### src/rtl/reg_writeback_arbiter_pkg.sv
// Shared types and widths for the register-file writeback arbiter.
package reg_writeback_arbiter_pkg;

    localparam int unsigned XLEN       = 32;
    localparam int unsigned REG_ADDR_W = 5;
    localparam int unsigned NUM_REGS   = 32;

    typedef struct packed {
        logic [REG_ADDR_W-1:0] addr;
        logic [XLEN-1:0]       data;
    } wb_entry_t;

    // Origin of the value currently held in the output register.
    typedef enum logic {
        SrcPipe = 1'b0,
        SrcFifo = 1'b1
    } wb_src_e;

endpackage

### src/rtl/reg_writeback_arbiter_if.sv
// Pipeline/MDU/decode/register-file signals of the writeback arbiter.
// slave = arbiter side, master = surrounding core.
interface reg_writeback_arbiter_if;
    import reg_writeback_arbiter_pkg::*;

    logic                  PIPE_WE;
    logic [REG_ADDR_W-1:0] PIPE_ADDR;
    logic [XLEN-1:0]       PIPE_DATA;
    logic                  MDU_VALID;
    logic                  MDU_READY;
    logic [REG_ADDR_W-1:0] MDU_ADDR;
    logic [XLEN-1:0]       MDU_DATA;
    logic                  ISSUE_VALID;
    logic [REG_ADDR_W-1:0] ISSUE_RD;
    logic [REG_ADDR_W-1:0] DEC_RS1;
    logic [REG_ADDR_W-1:0] DEC_RS2;
    logic [REG_ADDR_W-1:0] DEC_RD;
    logic                  HAZARD;
    logic                  PIPE_HOLD;
    logic [REG_ADDR_W-1:0] WB_ADDRESS;
    logic                  WRITE_ENABLE;
    logic [XLEN-1:0]       WRITE_DATA;

    modport slave (
        input  PIPE_WE, PIPE_ADDR, PIPE_DATA, MDU_VALID, MDU_ADDR, MDU_DATA,
               ISSUE_VALID, ISSUE_RD, DEC_RS1, DEC_RS2, DEC_RD,
        output MDU_READY, HAZARD, PIPE_HOLD, WB_ADDRESS, WRITE_ENABLE, WRITE_DATA
    );

    modport master (
        output PIPE_WE, PIPE_ADDR, PIPE_DATA, MDU_VALID, MDU_ADDR, MDU_DATA,
               ISSUE_VALID, ISSUE_RD, DEC_RS1, DEC_RS2, DEC_RD,
        input  MDU_READY, HAZARD, PIPE_HOLD, WB_ADDRESS, WRITE_ENABLE, WRITE_DATA
    );

endinterface

### src/rtl/reg_writeback_arbiter_fifo.sv
// wb_result_fifo: synchronous FIFO buffering MDU results, asynchronous active-high reset.
// Depth must be a power of two so the pointers wrap naturally.
module wb_result_fifo
    import reg_writeback_arbiter_pkg::*;
#(
    parameter  int unsigned DEPTH = 4,
    localparam int unsigned PtrW  = $clog2(DEPTH),
    localparam int unsigned CntW  = PtrW + 1
) (
    input  logic            CLK,
    input  logic            RESET,
    input  logic            push,
    input  wb_entry_t       push_data,
    input  logic            pop,
    output wb_entry_t       pop_data,
    output logic            full,
    output logic            empty,
    output logic [CntW-1:0] count
);

    wb_entry_t       mem_q [DEPTH];
    logic [PtrW-1:0] wr_ptr_q;
    logic [PtrW-1:0] rd_ptr_q;
    logic [CntW-1:0] count_q;
    logic            do_push;
    logic            do_pop;

    assign full     = (count_q == CntW'(DEPTH));
    assign empty    = (count_q == '0);
    assign count    = count_q;
    assign pop_data = mem_q[rd_ptr_q];
    assign do_push  = push && !full;
    assign do_pop   = pop && !empty;

    always_ff @(posedge CLK or posedge RESET) begin
        if (RESET) begin
            wr_ptr_q <= '0;
            rd_ptr_q <= '0;
            count_q  <= '0;
        end else begin
            if (do_push) wr_ptr_q <= wr_ptr_q + PtrW'(1);
            if (do_pop)  rd_ptr_q <= rd_ptr_q + PtrW'(1);
            if (do_push && !do_pop)      count_q <= count_q + CntW'(1);
            else if (do_pop && !do_push) count_q <= count_q - CntW'(1);
        end
    end

    // Storage needs no reset: the cleared count makes stale entries unreachable.
    always_ff @(posedge CLK) begin
        if (do_push) mem_q[wr_ptr_q] <= push_data;
    end

endmodule

### src/rtl/reg_writeback_arbiter.sv
// Register-file write port arbiter: pipeline WB wins over buffered MDU results; busy scoreboard
// drives the decode hazard. Optional starvation guard via `define WB_STARVE_GUARD_EN.
module reg_writeback_arbiter
    import reg_writeback_arbiter_pkg::*;
#(
    parameter int unsigned FIFO_DEPTH   = 4,
    parameter int unsigned STARVE_LIMIT = 8
) (
    input logic                     CLK,
    input logic                     RESET,
    reg_writeback_arbiter_if.slave  bus
);

    localparam int unsigned CntW = $clog2(FIFO_DEPTH) + 1;

    wb_entry_t             mdu_entry;
    wb_entry_t             head;
    logic                  fifo_push;
    logic                  fifo_pop;
    logic                  fifo_full;
    logic                  fifo_empty;
    logic [CntW-1:0]       fifo_count;

    logic                  we_q;
    logic [REG_ADDR_W-1:0] addr_q;
    logic [XLEN-1:0]       data_q;
    wb_src_e               src_q;
    logic [NUM_REGS-1:0]   busy_q;
    logic [NUM_REGS-1:0]   busy_d;

    assign mdu_entry = '{addr: bus.MDU_ADDR, data: bus.MDU_DATA};
    assign bus.MDU_READY = (fifo_count != CntW'(FIFO_DEPTH));
    assign fifo_push = bus.MDU_VALID && bus.MDU_READY;
    assign fifo_pop  = !bus.PIPE_WE && !fifo_empty;

    wb_result_fifo #(
        .DEPTH (FIFO_DEPTH)
    ) u_fifo (
        .CLK       (CLK),
        .RESET     (RESET),
        .push      (fifo_push),
        .push_data (mdu_entry),
        .pop       (fifo_pop),
        .pop_data  (head),
        .full      (fifo_full),
        .empty     (fifo_empty),
        .count     (fifo_count)
    );

    // Set wins over a same-edge clear; x0 never becomes busy.
    always_comb begin
        busy_d = busy_q;
        if (we_q && (src_q == SrcFifo)) busy_d[addr_q] = 1'b0;
        if (bus.ISSUE_VALID && (bus.ISSUE_RD != '0)) busy_d[bus.ISSUE_RD] = 1'b1;
        busy_d[0] = 1'b0;
    end

    always_ff @(posedge CLK or posedge RESET) begin
        if (RESET) begin
            we_q   <= 1'b0;
            addr_q <= '0;
            data_q <= '0;
            src_q  <= SrcPipe;
            busy_q <= '0;
        end else begin
            busy_q <= busy_d;
            if (bus.PIPE_WE) begin
                we_q   <= (bus.PIPE_ADDR != '0);
                addr_q <= bus.PIPE_ADDR;
                data_q <= bus.PIPE_DATA;
                src_q  <= SrcPipe;
            end else if (fifo_pop) begin
                we_q   <= (head.addr != '0);
                addr_q <= head.addr;
                data_q <= head.data;
                src_q  <= SrcFifo;
            end else begin
                we_q <= 1'b0;
            end
        end
    end

    assign bus.WRITE_ENABLE = we_q;
    assign bus.WB_ADDRESS   = addr_q;
    assign bus.WRITE_DATA   = data_q;
    assign bus.HAZARD       = busy_q[bus.DEC_RS1] | busy_q[bus.DEC_RS2] | busy_q[bus.DEC_RD];

`ifdef WB_STARVE_GUARD_EN
    localparam int unsigned StarveW = $clog2(STARVE_LIMIT + 1);

    logic [StarveW-1:0] starve_q;
    logic [StarveW-1:0] starve_d;
    logic               hold_q;

    always_comb begin
        starve_d = starve_q;
        if (fifo_pop) begin
            starve_d = '0;
        end else if (!fifo_empty && bus.PIPE_WE && (starve_q != StarveW'(STARVE_LIMIT))) begin
            starve_d = starve_q + StarveW'(1);
        end
    end

    always_ff @(posedge CLK or posedge RESET) begin
        if (RESET) begin
            starve_q <= '0;
            hold_q   <= 1'b0;
        end else begin
            starve_q <= starve_d;
            hold_q   <= (starve_d == StarveW'(STARVE_LIMIT));
        end
    end

    assign bus.PIPE_HOLD = hold_q;
`else
    assign bus.PIPE_HOLD = 1'b0;
`endif

    // Sink for values that are only informative in some configurations.
    logic unused_ok;
    assign unused_ok = ^{fifo_full, STARVE_LIMIT};

endmodule

### src/flat_wrapper.sv
// flat-port wrapper written by rule: the top's interface ports become plain ports
module reg_writeback_arbiter_flat import reg_writeback_arbiter_pkg::*;
#(
    parameter int unsigned FIFO_DEPTH   = 4,
    parameter int unsigned STARVE_LIMIT = 8
)
  (CLK, RESET, bus_PIPE_WE, bus_PIPE_ADDR, bus_PIPE_DATA, bus_MDU_VALID, bus_MDU_ADDR, bus_MDU_DATA, bus_ISSUE_VALID, bus_ISSUE_RD, bus_DEC_RS1, bus_DEC_RS2, bus_DEC_RD, bus_MDU_READY, bus_HAZARD, bus_PIPE_HOLD, bus_WB_ADDRESS, bus_WRITE_ENABLE, bus_WRITE_DATA);
  reg_writeback_arbiter_if bus_i ();
  input logic CLK;
  input logic RESET;
  input wire logic [$bits(bus_i.PIPE_WE)-1:0] bus_PIPE_WE;
  input wire logic [$bits(bus_i.PIPE_ADDR)-1:0] bus_PIPE_ADDR;
  input wire logic [$bits(bus_i.PIPE_DATA)-1:0] bus_PIPE_DATA;
  input wire logic [$bits(bus_i.MDU_VALID)-1:0] bus_MDU_VALID;
  input wire logic [$bits(bus_i.MDU_ADDR)-1:0] bus_MDU_ADDR;
  input wire logic [$bits(bus_i.MDU_DATA)-1:0] bus_MDU_DATA;
  input wire logic [$bits(bus_i.ISSUE_VALID)-1:0] bus_ISSUE_VALID;
  input wire logic [$bits(bus_i.ISSUE_RD)-1:0] bus_ISSUE_RD;
  input wire logic [$bits(bus_i.DEC_RS1)-1:0] bus_DEC_RS1;
  input wire logic [$bits(bus_i.DEC_RS2)-1:0] bus_DEC_RS2;
  input wire logic [$bits(bus_i.DEC_RD)-1:0] bus_DEC_RD;
  output wire logic [$bits(bus_i.MDU_READY)-1:0] bus_MDU_READY;
  output wire logic [$bits(bus_i.HAZARD)-1:0] bus_HAZARD;
  output wire logic [$bits(bus_i.PIPE_HOLD)-1:0] bus_PIPE_HOLD;
  output wire logic [$bits(bus_i.WB_ADDRESS)-1:0] bus_WB_ADDRESS;
  output wire logic [$bits(bus_i.WRITE_ENABLE)-1:0] bus_WRITE_ENABLE;
  output wire logic [$bits(bus_i.WRITE_DATA)-1:0] bus_WRITE_DATA;
  assign bus_i.PIPE_WE = bus_PIPE_WE;
  assign bus_i.PIPE_ADDR = bus_PIPE_ADDR;
  assign bus_i.PIPE_DATA = bus_PIPE_DATA;
  assign bus_i.MDU_VALID = bus_MDU_VALID;
  assign bus_i.MDU_ADDR = bus_MDU_ADDR;
  assign bus_i.MDU_DATA = bus_MDU_DATA;
  assign bus_i.ISSUE_VALID = bus_ISSUE_VALID;
  assign bus_i.ISSUE_RD = bus_ISSUE_RD;
  assign bus_i.DEC_RS1 = bus_DEC_RS1;
  assign bus_i.DEC_RS2 = bus_DEC_RS2;
  assign bus_i.DEC_RD = bus_DEC_RD;
  assign bus_MDU_READY = bus_i.MDU_READY;
  assign bus_HAZARD = bus_i.HAZARD;
  assign bus_PIPE_HOLD = bus_i.PIPE_HOLD;
  assign bus_WB_ADDRESS = bus_i.WB_ADDRESS;
  assign bus_WRITE_ENABLE = bus_i.WRITE_ENABLE;
  assign bus_WRITE_DATA = bus_i.WRITE_DATA;
  reg_writeback_arbiter #(.FIFO_DEPTH(FIFO_DEPTH), .STARVE_LIMIT(STARVE_LIMIT)) u_core (.CLK(CLK), .RESET(RESET), .bus(bus_i));
endmodule
### config.mk
export PLATFORM = sky130hd
export DESIGN_NAME = reg_writeback_arbiter_flat
export DESIGN_NICKNAME = d
export VERILOG_FILES = /design/src/rtl/reg_writeback_arbiter_pkg.sv /design/src/rtl/reg_writeback_arbiter_if.sv /design/src/rtl/reg_writeback_arbiter_fifo.sv /design/src/rtl/reg_writeback_arbiter.sv /design/src/flat_wrapper.sv
export SDC_FILE = /design/constraint.sdc
export NUM_CORES = 1
export LEC_CHECK = 0
export BUFFER_PORTS_ARGS = -buffer_cell sky130_fd_sc_hd__buf_2
export CORE_AREA = 3 3 146 148
export CTS_CLUSTER_DIAMETER = 200
export CTS_CLUSTER_SIZE = 12
export DETAILED_ROUTE_END_ITERATION = 6
export DIE_AREA = 0 0 149 151
export PLACE_DENSITY = 0.71
export RECOVER_POWER = 50
export SYNTH_ARGS = -nofsm -noshare
export SYNTH_HDL_FRONTEND = slang
export SYNTH_SLANG_ARGS = --single-unit
### constraint.sdc
create_clock -name CLK -period 2.3 [get_ports CLK]
set_input_delay 0.115 -clock CLK [delete_from_list [all_inputs] [get_ports CLK]]
set_output_delay 0.115 -clock CLK [all_outputs]
set_load 0.01 [all_outputs]
* Word level (Yosys, flattened, before mapping)
Memory sizes are Yosys's and may differ from the RTL's.
Cells that the tools add are included.
** Cells by class
- Add/sub/neg operators :: 4
- Multiply operators :: 0
- Divide/modulo/power cells :: 0
- Order comparisons :: 7
- Eq/ne operators :: 2
- Shift operators :: 0
- Mux-type cells :: 24
- Bitwise logic cells :: 5
- Reductions and logical operators :: 21
** Operators by type and width (number)
- two-way mux 32 bit :: 4
- AND 32 bit :: 1
- inverter 32 bit :: 1
- OR 32 bit :: 1
- < comparator 5 x 6 -> 1 bit (second input constant) :: 5
- binary-select mux 1 bit (select 5 bit) :: 3
- nonzero test 5 bit :: 3
- two-way mux 1 bit :: 11
- demux 1 bit (select 5 bit) :: 2
- greater-or-equal comparator 5 x 1 -> 1 bit (second input constant) :: 2
- logical AND 1 bit :: 10
- two-way mux 5 bit :: 2
- two-way mux 3 bit :: 2
- logical NOT 1 bit :: 5
- adder 2 x 1 -> 2 bit (second input constant) :: 2
- nonzero test 2 bit :: 2
- adder 3 x 1 -> 3 bit (second input constant) :: 1
- == test 3 bit (second input constant) :: 1
- logical NOT 3 bit :: 1
- inequality test 3 bit (second input constant) :: 1
- subtractor 3 x 1 -> 3 bit (second input constant) :: 1
- OR 1 bit :: 2
** Storage, ports and cells
- Register bits after elaboration :: 77
- Latch bits :: 0
- Memory bits (writable) :: 148
- ROM bits :: 0
- Output and inout bits :: 41
- Logic and storage cells :: 72
- Memories kept :: 1
** Memory list
- u_core.u_fifo.mem_q :: depth 4, bits a word 37, rd ports 1, clocked after Yosys merged registers in 0, wr ports 1, line reg_writeback_arbiter_fifo.sv:21 : wb_entry_t mem_q [DEPTH];

* Logic depth before layout (Yosys ltp)
Gate-level depths: netlist of run 1.
- Depth in word-level cells :: 9
- Gate-level depth with buffers :: 10
- Gate-level depth less buffers :: 9

* Modules after synthesis
Synthesis of run 1 repeated with hierarchy kept, for this count alone.
** Unflattened totals
- Cells, all modules :: 604
- Area, all modules :: 9670.5 um^2
** Modules (own cells, without submodules)
- wb_result_fifo :: instances 1, cells each 229, area an instance 5753.0 um^2, seq. area each 4619.4 um^2
- reg_writeback_arbiter :: instances 1, cells each 375, area an instance 3917.5 um^2, seq. area each 1751.7 um^2

* Worst setup path before layout of run 1
OpenSTA, ideal clock, no wires.
- Path kind :: reg2reg
- Start :: register u_core.u_fifo.count_q[0] (netlist: u_core.u_fifo.count[0])
- End :: register u_core.u_fifo.count_q[2] (netlist: u_core.u_fifo.count[2])
- Setup time :: 0.079 ns
- Data arrival time :: 2.166 ns
- Data required time :: 2.221 ns
- Path slack :: 0.055 ns
- Stages on the path, launching flop included :: 10
- Buffers on the path :: 0
- Period minus slack after synthesis :: 2.245 ns
- Path through :: dfrtp_1 -> nor4_2 -> nor2_1 -> inv_1 -> ha_1 -> inv_1 -> fa_1 -> xor2_1 -> nor2_1 -> xor2_1
** Between the ends
- Longest elaborated chain between the ends :: 7
** RTL lines
- start: declaration :: line reg_writeback_arbiter_fifo.sv:24 : logic [CntW-1:0] count_q;
- start signal: assignment :: line reg_writeback_arbiter_fifo.sv:43 : if (do_push && !do_pop) count_q <= count_q + CntW'(1);
- start signal: assignment :: line reg_writeback_arbiter_fifo.sv:44 : else if (do_pop && !do_push) count_q <= count_q - CntW'(1);
- parallel branches: the longest is 7 deep, another holds subtractor 3 x 1 -> 3 bit
Several ways; the timed one is not identified. The select of a mux whose other input is x is not followed.
A chain may end at the register's enable or synchronous reset.

* Final worst setup path of run 1
- Start :: register u_core.busy_q[23]
- End :: output port bus_HAZARD
** Between the ends
- Longest elaborated chain between the ends :: 4
** RTL lines
- start: declaration :: line reg_writeback_arbiter.sv:28 : logic [NUM_REGS-1:0] busy_q;
- start signal: assignment :: line reg_writeback_arbiter.sv:66 : busy_q <= busy_d;
- binary-select mux 1 bit (select 5 bit) :: line reg_writeback_arbiter.sv:86 : assign bus.HAZARD = busy_q[bus.DEC_RS1] | busy_q[bus.DEC_RS2] | busy_q[bus.DEC_RD];
- two-way mux 1 bit (implied by the code) :: line reg_writeback_arbiter.sv:86
- OR 1 bit :: line reg_writeback_arbiter.sv:86
- OR 1 bit * :: line reg_writeback_arbiter.sv:86
- end: declaration :: line flat_wrapper.sv:23 : output wire logic [$bits(bus_i.HAZARD)-1:0] bus_HAZARD;
Mark *: on every way between the ends. The rest lies on a longest branch, timed or not. The select of a mux whose other input is x is not followed.

==> metrics.yaml, run 1 <==
synth_area_leaders: "edfxtp_1 46%, dfrtp_1 20%, mux4_2 12%"
final.min_clock_period_ns: 2.43
async_reset_ff_share_pct: 34.2
slew_viol_final: 37
grt_pass1_wl_mm: 35.9
synth_cell_type_count: 53
die_h_um: 151
dpl.cell_count: 992
netlist_instances: 603
maxCapViolations: 1
failed_checks: "max-capacitance violations, max-slew violations, negative setup slack"
place_hpwl_mm: 14.4
ys_ff_latch: 225
post_drt_wl_per_cell_um: 20.7
run_status: "finished with violations"
endpoint_kind: "output port"
first_pass_iters: 5
critPathRequiredTime_ns: 2.18
seq_area_frac_synth_pct: 66.1
grt_pass1_vias: 6576
ir_worst_vdd_v: 0.000683
fill_cells: 1570
setup_viol: 1
power.density_nw_per_um2: 1130
drcViolationCount: 0
port_buffers: 138
power_mw: 13.7
worst_slew_pin_slew_ns: 1.52
min_path_type: "input port to register"
avgSynthCellArea_um2: 16.0
design_area_um2: 12100
synth-edff-count: 148
yosysTopAreaCellShare_pct: 46.1
core_um2: 20200
yosys_warnings: 0
final_util_pct: 60.0
die_w_um: 149
numCtsBuffers: 22
ys.flop_type: "edfxtp_1"
crit_type: "register to output port"
htree_num_levels: 1
synthMuxAreaShare_pct: 18.2
yosysTopAreaCell: "edfxtp_1"
drtAntennaViolNets: 0
track_usage_pct: 20.4
grt_max_degree: 70
critPathLaunchType: "register"
cts-root-buf: "clkbuf_16"
critPathMaxFanout: 3
fmax_mhz: 412
vias: 6313
die-area_um2: 22500
fin_skew_ns: 0.0181
nets: 934
fin_crit_sh_pct: 105
io_pins: 140
synth_xor_area_share_pct: 0.545
placed_area_um2: 10700
finalHoldViolCount: 0
final_cells: 1116
setup_slack_ns: -0.125
rsz0062_at_grt: "yes"
clk_pin_slew_ns: 0.06
finalSetupTns_ns: -0.125
arrival_ns: 2.31
synth_fa_ha_area_share_pct: 0.857
area_growth_syn_to_layout_pct: 25.5
yosys.area_share.simple_pct: 5.91
antenna_found_initial: 1
start_util_pct: 47.8
cts_sinks: 225
synth_most_common_cell: "edfxtp_1"
cts_tree: "yes"
totalWireLength_mm: 23.1
grt_overflow: 0
synth_compound_area_share_pct: 6.60
relSlewSlack_pct: -1.15
clock_latency_ns: 0.51
place_congestion: 0.836
rows: 52
drt_iter0_drc: 556
synth_top_family_by_area: "multiplexers"
synth_common_cells: "148 x edfxtp_1, 97 x o21ai_0, 77 x dfrtp_1"
netlist_area_um2: 9630
viasPerCell: 5.66
drive_above_1_share_pct: 23.5
syn-num-nets: 708
leakagePower_nw: 4.42
clockBufferDepth: 3
[stage by stage]
| stage | worst slack [ns] | hold slack (ns) |
|---|---|---|
| 5_1_grt | -0.230 | 0.0223 |
| 2_1_floorplan | 0.0547 | 0.214 |
| 3_3_place_gp | 0.260 | 0.229 |
| 4_1_cts | -0.127 | 0.00310 |
| 3_5_place_dp | 0.0838 | 0.260 |
| 6_report | -0.125 | 0.0330 |
[cell families after synthesis]
| group | after synthesis |
|---|---|
| other | 1 |
| and+or+nand+nor | 109 |
| buffers and inverters | 39 |
| xor gates and xnor gates | 6 |
| DFF | 225 |
| muxes | 103 |
| AOI/OAI and AO/OA | 114 |
| adders and majority gates | 6 |
[routing by layer]
layer  share of wire (%)  vias up  global-route usage [%]
met5                   0        -                       0
met1                  40     3196                    27.2
met4                 2.1        0                    6.00
met3                 6.1       48                    3.17
li1                    -     2815                       -
met2                  52      254                    35.3
[worst paths after layout]
kind | start | end | slack (ns) | depth (start not counted)
setup / recovery | u_core.busy_q[23]$_DFF_PP0_ | bus_HAZARD | -0.13 | 6
hold reg to reg | u_core.bus.WRITE_DATA[28]$_DFFE_PP0P_ | u_core.bus.WRITE_DATA[28]$_DFFE_PP0P_ | 0.48 | 2
setup reg to reg | u_core.u_fifo.count[0]$_DFFE_PP0P_ | u_core.u_fifo.count[2]$_DFFE_PP0P_ | 0.14 | 9
hold / removal | bus_ISSUE_RD[2] | u_core.busy_q[14]$_DFF_PP0_ | 0.03 | 3
min in group asynchronous | RESET | u_core.bus.WRITE_DATA[29]$_DFFE_PP0P_ | 0.60 | 3
max in group asynchronous | RESET | u_core.busy_q[4]$_DFF_PP0_ | 0.27 | 4
[flip-flops by register name (all words and copies together), names as in the netlist]
name and cells:
u_core.src_q 1, u_core.bus.WRITE_ENABLE 1, u_core.bus.WRITE_DATA 32, u_core.u_fifo.count 3, u_core.bus.WB_ADDRESS 5, u_core.u_fifo.mem_q 148, u_core.u_fifo.rd_ptr_q 2, u_core.busy_q 31
u_core.u_fifo.wr_ptr_q 2
[area by class of cell]
cell class | instances | area [um^2] | share of cell area (%)
sequential | 225 | 6370 | 52.7
multi-input combinational | 339 | 3120 | 25.8
timing repair buffer | 233 | 1600 | 13.2
clock buffer | 37 | 607 | 5.02
tap | 270 | 338 | 2.79
inverter | 8 | 30.0 | 0.248
clock inverter | 2 | 21.3 | 0.176
antenna | 2 | 5.00 | 0.0414
[power by group]
part | switching (mW) | internal [mW] | leakage, nW
combinational | 2.11 | 2.03 | 1.90
sequential | 0.774 | 5.55 | 2.22
clock | 1.44 | 1.80 | 0.300
total | 4.32 | 9.37 | 4.42
[layout by cell type, fill, tap and decap left out, types with 4 or more instances in the layout]
master and instances:
buf_4 10, buf_12 5, nand3_1 4, dfrtp_1 75
inv_1 8, a22oi_1 5, nor2_1 9, nand2_1 53
ha_1 5, dlygate4sd3_1 77, mux4_2 53, nand3b_1 10
buf_2 83, o21ai_0 97, clkbuf_16 22, clkbuf_1 70
edfxtp_1 148, mux2i_1 43, and3_2 4
[worst max-delay path, cell delays in order (launching register included)]
cell and delay (ns):
dfrtp_1 0.41, buf_6 0.13, mux4_2 0.45, o211a_1 0.27, a2111oi_4 0.29, nand4_1 0.10, buf_2 0.15
[what timing repair did]
item                                   CTS  global route
cloned                                   0             0
hold buffers                            77             0
pin swaps                                3             2
setup endpoints to repair                1             2
setup buffers                            6             0
gates resized for setup                  6             3
endpoints found under the hold margin  228             0
No activity file was read; power rests on OpenSTA's default activity.
==> inputs of run 2 (changes only) <==
CTS_BUF_LIST = sky130_fd_sc_hd__clkbuf_4 sky130_fd_sc_hd__clkbuf_8   (was unset)
CTS_CLUSTER_DIAMETER = 100   (was 200)
==> run 2 against run 1 <==
  * Maximum frequency decreased by 0.83%
  * Clock-buffer cell count unchanged
  * First-iteration DRC count is 13% lower
  * The run still ends with max-capacitance violations, max-slew violations, negative setup slack left
  * Register-to-register slack hardly changed
  * Clock skew is 0.0043 ns higher
  * Worst hold slack worse by 0.014 ns
  * Cell area fell by 1.7%
  * Utilization down 1.0 points
  * Global-route usage shrank 0.27 points
  * Clock power is 24% lower
==> metrics.yaml, run 2 (same netlist as run 1, synthesis figures left out) <==
run_status: "finished with violations"  # unchanged
failed_checks: "max-capacitance violations, max-slew violations, negative setup slack"  # unchanged
fin_skew_ns: 0.0224  # was 0.0181 ns
post_drt_wl_per_cell_um: 20.4  # was 20.7 um
finalHoldViolCount: 0  # unchanged
final.min_clock_period_ns: 2.45  # was 2.43 ns
io_pins: 140  # unchanged
place_hpwl_mm: 14.4  # unchanged
nets: 934  # unchanged
grt_overflow: 0  # unchanged
viasPerCell: 5.63  # was 5.66
fmax_mhz: 409  # was 412 MHz
gr-usage-met1_pct: 27.0  # was 27.2%
cts-root-buf: "clkbuf_8"  # was clkbuf_16
maxCapViolations: 1  # unchanged
hold_slack_ns: 0.0187  # was 0.0330 ns
fin_crit_sh_pct: 106  # was 105%
design_area_um2: 11900  # was 12100 um^2
p_clk_share_pct: 19.0  # was 23.6%
die-area_um2: 22500  # unchanged
switching_power_mw: 4.15  # was 4.32 mW
p_sw_share_pct: 32.3  # was 31.6%
ir_worst_vdd_v: 0.000720  # was 0.000683 V
arrival_ns: 2.33  # was 2.31 ns
relSlewSlack_pct: -17.9  # was -1.15%
dpl.cell_count: 992  # unchanged
crit_type: "register to output port"  # unchanged
core_um2: 20200  # unchanged
final_common_cell: "edfxtp_1"  # unchanged
p_int_mw: 8.69  # was 9.37 mW
setup_slack_ns: -0.145  # was -0.125 ns
clockBufferDepth: 3  # unchanged
place_congestion: 0.836  # unchanged
vias: 6280  # was 6313
drtAntennaViolNets: 0  # unchanged
power.density_nw_per_um2: 1080  # was 1130 nW/um^2
layout_common_cells: "148 x edfxtp_1, 97 x o21ai_0, 82 x buf_2"  # was 148 x edfxtp_1, 97 x o21ai_0, 83 x buf_2
max_flop_register: "u_core.u_fifo.mem_q"  # unchanged
port_buffers: 138  # unchanged
antenna_found_initial: 1  # unchanged
die_h_um: 151  # unchanged
cts_tree: "yes"  # unchanged
critPathRequiredTime_ns: 2.18  # about the same
numCtsBuffers: 22  # unchanged
placed_area_um2: 10700  # unchanged
drt_iter0_drc: 484  # was 556
grt_pass1_vias: 6622  # was 6576
rsz0062_at_grt: "yes"  # unchanged
setup_viol: 1  # unchanged
use_met3_pct: 3.05  # was 3.17%
drive_above_1_share_pct: 25.0  # was 23.5%
rows: 52  # unchanged
fill_cells: 1587  # was 1570
totalWireLength_mm: 22.7  # was 23.1 mm
critPathMaxFanout: 3  # unchanged
clock_latency_ns: 0.53  # was 0.51 ns
htree_num_levels: 1  # unchanged
worst_slew_pin_slew_ns: 1.76  # was 1.52 ns
grt.busiest_layer: "met2"  # unchanged
start_util_pct: 47.8  # unchanged
first_pass_iters: 5  # unchanged
slew_viol_final: 37  # unchanged
final_cells: 1116  # unchanged
endpoint_kind: "output port"  # unchanged
drcViolationCount: 0  # unchanged
cts_sinks: 225  # unchanged
grt_max_degree: 70  # unchanged
track_usage_pct: 20.2  # was 20.4%
min_path_type: "input port to register"  # unchanged
area_growth_syn_to_layout_pct: 23.4  # was 25.5%
clk_pin_slew_ns: 0.08  # was 0.06 ns
largest_reg_flops: 148  # unchanged
seqPwrFrac_pct: 49.1  # was 46.2%
combPwrFrac_pct: 31.9  # was 30.2%
die_w_um: 149  # unchanged
grt_pass1_wl_mm: 35.6  # was 35.9 mm
leakagePower_nw: 4.34  # was 4.42 nW
critPathLaunchType: "register"  # unchanged
grt_use_met2_pct: 34.5  # was 35.3%
==> run 2: cell count changes in the layout (fill, tap and decap cells not counted), moves of 14 or more <==
cell / change
clkbuf_16: -22
clkbuf_8: +22
clkbuf_4: +15
clkbuf_1: -14
==> run 2: final timing paths <==
| path | from | to | slack [ns] | cells after the start |
|---|---|---|---|---|
| setup reg to reg | u_core.u_fifo.count[0]$_DFFE_PP0P_ | u_core.u_fifo.count[2]$_DFFE_PP0P_ | 0.13 | 9 |
| min in group asynchronous | RESET | u_core.bus.WRITE_DATA[29]$_DFFE_PP0P_ | 0.54 | 3 |
| setup / recovery | u_core.busy_q[17]$_DFF_PP0_ | bus_HAZARD | -0.15 | 7 |
| hold reg to reg | u_core.bus.WRITE_DATA[28]$_DFFE_PP0P_ | u_core.bus.WRITE_DATA[28]$_DFFE_PP0P_ | 0.48 | 2 |
| hold / removal | bus_MDU_VALID | u_core.u_fifo.wr_ptr_q[0]$_DFFE_PP0P_ | 0.02 | 3 |
| max in group asynchronous | RESET | u_core.bus.WRITE_DATA[24]$_DFFE_PP0P_ | 0.40 | 4 |
==> run 2: through the flow <==
step           utilization, %  setup WS, ns  total power [mW]  TNS, ns
2_1_floorplan               -        0.0547              8.79        0
3_3_place_gp             53.1         0.260              10.1        0
3_5_place_dp             53.1        0.0838              10.4        0
4_1_cts                  59.3        -0.152              13.0   -0.152
5_1_grt                  58.9        -0.258              13.6   -0.326
6_report                 59.0        -0.145              12.8   -0.145
==> run 2: layout make-up <==
cell class	count	area, um^2	area share (%)
Antenna cell	2	5.00	0.0421
Clock buffer	37	415	3.49
Clock inverter	2	13.8	0.116
Inverter	8	31.3	0.263
Multi-Input combinational cell	339	3120	26.2
Sequential cell	225	6370	53.6
Tap cell	270	338	2.84
Timing Repair Buffer	233	1600	13.4
==> run 2: what timing repair did <==
action / CTS / global route
setup buffers: 5 / 0
hold endpoints to repair: 244 / 0
pin swaps: 3 / 0
gates resized for setup: 5 / 2
hold buffers: 78 / 0
endpoints found under the setup margin: 1 / 2
==> run 2: power groups by stage <==
stage / clock (mW) / sequential (mW) / combinational, mW
2_1_floorplan: 0 / 6.23 / 2.56
3_3_place_gp: 0 / 6.25 / 3.87
3_5_place_dp: 0 / 6.37 / 3.98
4_1_cts: 2.51 / 6.27 / 4.21
5_1_grt: 2.64 / 6.42 / 4.48
6_report: 2.44 / 6.30 / 4.10
==> run 2: critical path, cell delays in order, from the launching register on <==
cell and delay, ns:
dfrtp_1 0.41, buf_6 0.13, mux4_2 0.44, nand2b_4 0.15, and3_4 0.15, a2111oi_4 0.26
nand4_1 0.10, buf_2 0.15
==> run 2: per-layer routing <==
layer / share of wire, % / up-vias / wire length [um]
met5: 0 / - / 0
met4: 1.8 / 0 / 414
met3: 6.2 / 33 / 1400
met2: 51 / 265 / 11700
met1: 41 / 3175 / 9240
li1: - / 2807 / -
==> inputs of run 3 (changes only) <==
CTS_CLUSTER_DIAMETER = unset   (was 100)
PLACE_DENSITY = 0.77   (was 0.71)
==> run 3 against run 2 <==
  * The flow finishes with violations (negative setup slack)
  * Final cell count up 2.3%
  * Critical path depth down 1
  * Non-clock buffer count up 2
  * Maximum frequency down 0.55%
  * Setup slack worse by 0.013 ns
  * First-iteration DRC count down 6.2%
  * Clock power up 42%
==> metrics.yaml, run 3 (same netlist as run 1, synthesis figures left out) <==
run_status: "finished with violations"  # unchanged
failed_checks: "negative setup slack"  # was max-capacitance violations, max-slew violations, negative setup slack
power.density_nw_per_um2: 1140  # was 1080 nW/um^2
numCtsBuffers: 36  # was 22
setup_slack_ns: -0.159  # was -0.145 ns
endpoint_kind: "output port"  # unchanged
hold_slack_ns: 0.0447  # was 0.0187 ns
relSlewSlack_pct: 15.5  # was -17.9%
area_growth_syn_to_layout_pct: 26.2  # was 23.4%
placed_area_um2: 10700  # about the same
grt_max_degree: 70  # unchanged
setup_viol: 1  # unchanged
rows: 52  # unchanged
maxCapViolations: 0  # was 1
core_um2: 20200  # unchanged
cts_tree: "yes"  # unchanged
drtAntennaViolNets: 0  # unchanged
rsz0062_at_grt: "yes"  # unchanged
die_w_um: 149  # unchanged
clk_pin_slew_ns: 0.06  # was 0.08 ns
drcViolationCount: 0  # unchanged
power_mw: 13.8  # was 12.8 mW
crit_type: "register to output port"  # unchanged
layout_common_cells: "148 x edfxtp_1, 97 x o21ai_0, 82 x buf_2"  # unchanged
fmax_mhz: 407  # was 409 MHz
critPathMaxFanout: 3  # unchanged
grt_pass1_wl_mm: 35.9  # was 35.6 mm
final_common_cell: "edfxtp_1"  # unchanged
ir_worst_vdd_v: 0.000766  # was 0.000720 V
place_hpwl_mm: 14.1  # was 14.4 mm
critPathMaxStageDelay_ns: 0.44  # about the same
multi_input_area_um2: 3110  # was 3120 um^2
cts-root-buf: "clkbuf_8"  # unchanged
critPathLaunchType: "register"  # unchanged
htree_num_levels: 2  # was 1
drive_above_1_share_pct: 26.5  # was 25.0%
grt_overflow: 0  # unchanged
die_h_um: 151  # unchanged
largest_reg_flops: 148  # unchanged
slew_viol_final: 0  # was 37
post_drt_wl_per_cell_um: 20.2  # was 20.4 um
fin_crit_sh_pct: 107  # was 106%
final_util_pct: 60.3  # was 59.0%
io_pins: 140  # unchanged
final.min_clock_period_ns: 2.46  # was 2.45 ns
min_path_type: "input port to register"  # unchanged
cts_sinks: 225  # unchanged
seqCellArea_um2: 6370  # unchanged
start_util_pct: 47.8  # unchanged
slowest_stage: "mux4_2"  # unchanged
antennaDiodeCount: 0  # was 2
place_congestion: 0.885  # was 0.836
drt_iter0_drc: 454  # was 484
totalWireLength_mm: 23.1  # was 22.7 mm
antenna_found_initial: 0  # was 1
finalHoldViolCount: 0  # unchanged
first_pass_iters: 5  # unchanged
finalSetupTns_ns: -0.159  # was -0.145 ns
design_area_um2: 12200  # was 11900 um^2
clock_latency_ns: 0.53  # about the same
fill_cells: 1535  # was 1587
nets: 950  # was 934
port_buffers: 138  # unchanged
leakagePower_nw: 4.48  # was 4.34 nW
clockBufferDepth: 3  # unchanged
arrival_ns: 2.34  # was 2.33 ns
grt_pass1_vias: 6542  # was 6622
critPathRequiredTime_ns: 2.18  # about the same
worst_slew_pin_slew_ns: 1.26  # was 1.76 ns
path_cells: "buf_6, mux4_2, o211a_1, a2111oi_4, nand4_1, buf_2"  # was buf_6, mux4_2, nand2b_4, and3_4, a2111oi_4, nand4_1, buf_2
die-area_um2: 22500  # unchanged
vias: 6307  # was 6280
track_usage_pct: 20.6  # was 20.2%
fin_skew_ns: 0.0279  # was 0.0224 ns
viasPerCell: 5.52  # was 5.63
max_flop_register: "u_core.u_fifo.mem_q"  # unchanged
==> run 3: where the power goes <==
| part | internal (mW) | switching [mW] |
|---|---|---|
| clock network | 1.93 | 1.54 |
| logic | 1.94 | 2.08 |
| registers | 5.55 | 0.789 |
==> run 3: through the flow <==
step	worst slack [ns]	instances
3_3_place_gp	0.241	995
2_1_floorplan	0.0547	603
4_1_cts	-0.238	1140
6_report	-0.159	1142
5_1_grt	-0.255	1142
3_5_place_dp	0.181	995
==> run 3: critical path: cells and delay by family, from the launching register on <==
family	cells	cell delay [ns]
compound gates	2	0.58
flops	1	0.40
mux	1	0.44
simple gates	1	0.12
buf+inv	2	0.29
==> run 3: cell type report <==
cell class	instances	share of cell area, %
clock inverters	14	0.762
repair buffers	235	12.9
clock buffers	51	5.31
flip-flops and latches	225	52.4
well taps	270	2.78
multi-input cells	339	25.6
inverters	8	0.257
==> run 3: path summary, 6_finish.rpt <==
kind	startpoint	end	slack, ns	cells after the start
worst max-delay path	u_core.busy_q[23]$_DFF_PP0_	bus_HAZARD	-0.16	6
worst min-delay path	bus_ISSUE_RD[2]	u_core.busy_q[14]$_DFF_PP0_	0.04	3
worst max register to register	u_core.u_fifo.count[0]$_DFFE_PP0P_	u_core.u_fifo.count[2]$_DFFE_PP0P_	0.16	9
worst min register to register	u_core.bus.WRITE_DATA[10]$_DFFE_PP0P_	u_core.bus.WRITE_DATA[10]$_DFFE_PP0P_	0.48	2
max in group asynchronous	RESET	u_core.u_fifo.rd_ptr_q[0]$_DFFE_PP0P_	0.49	4
min in group asynchronous	RESET	u_core.busy_q[18]$_DFF_PP0_	0.40	3
==> run 3: repair_timing <==
item | in CTS | in global routing
gates resized for setup | 1 | 4
hold buffers | 79 | 0
pin swaps | 2 | 2
setup buffers | 1 | 2
gates cloned | 0 | 0
endpoints found under the hold margin | 221 | 0
endpoints found under the setup margin | 1 | 2
==> run 3: routing by layer <==
| metal | GRT usage [%] | share of wire (%) |
|---|---|---|
| met1 | 26.3 | 38 |
| met2 | 34.8 | 50 |
| met3 | 5.36 | 8.7 |
| met4 | 7.09 | 2.9 |
| met5 | 0 | 0 |
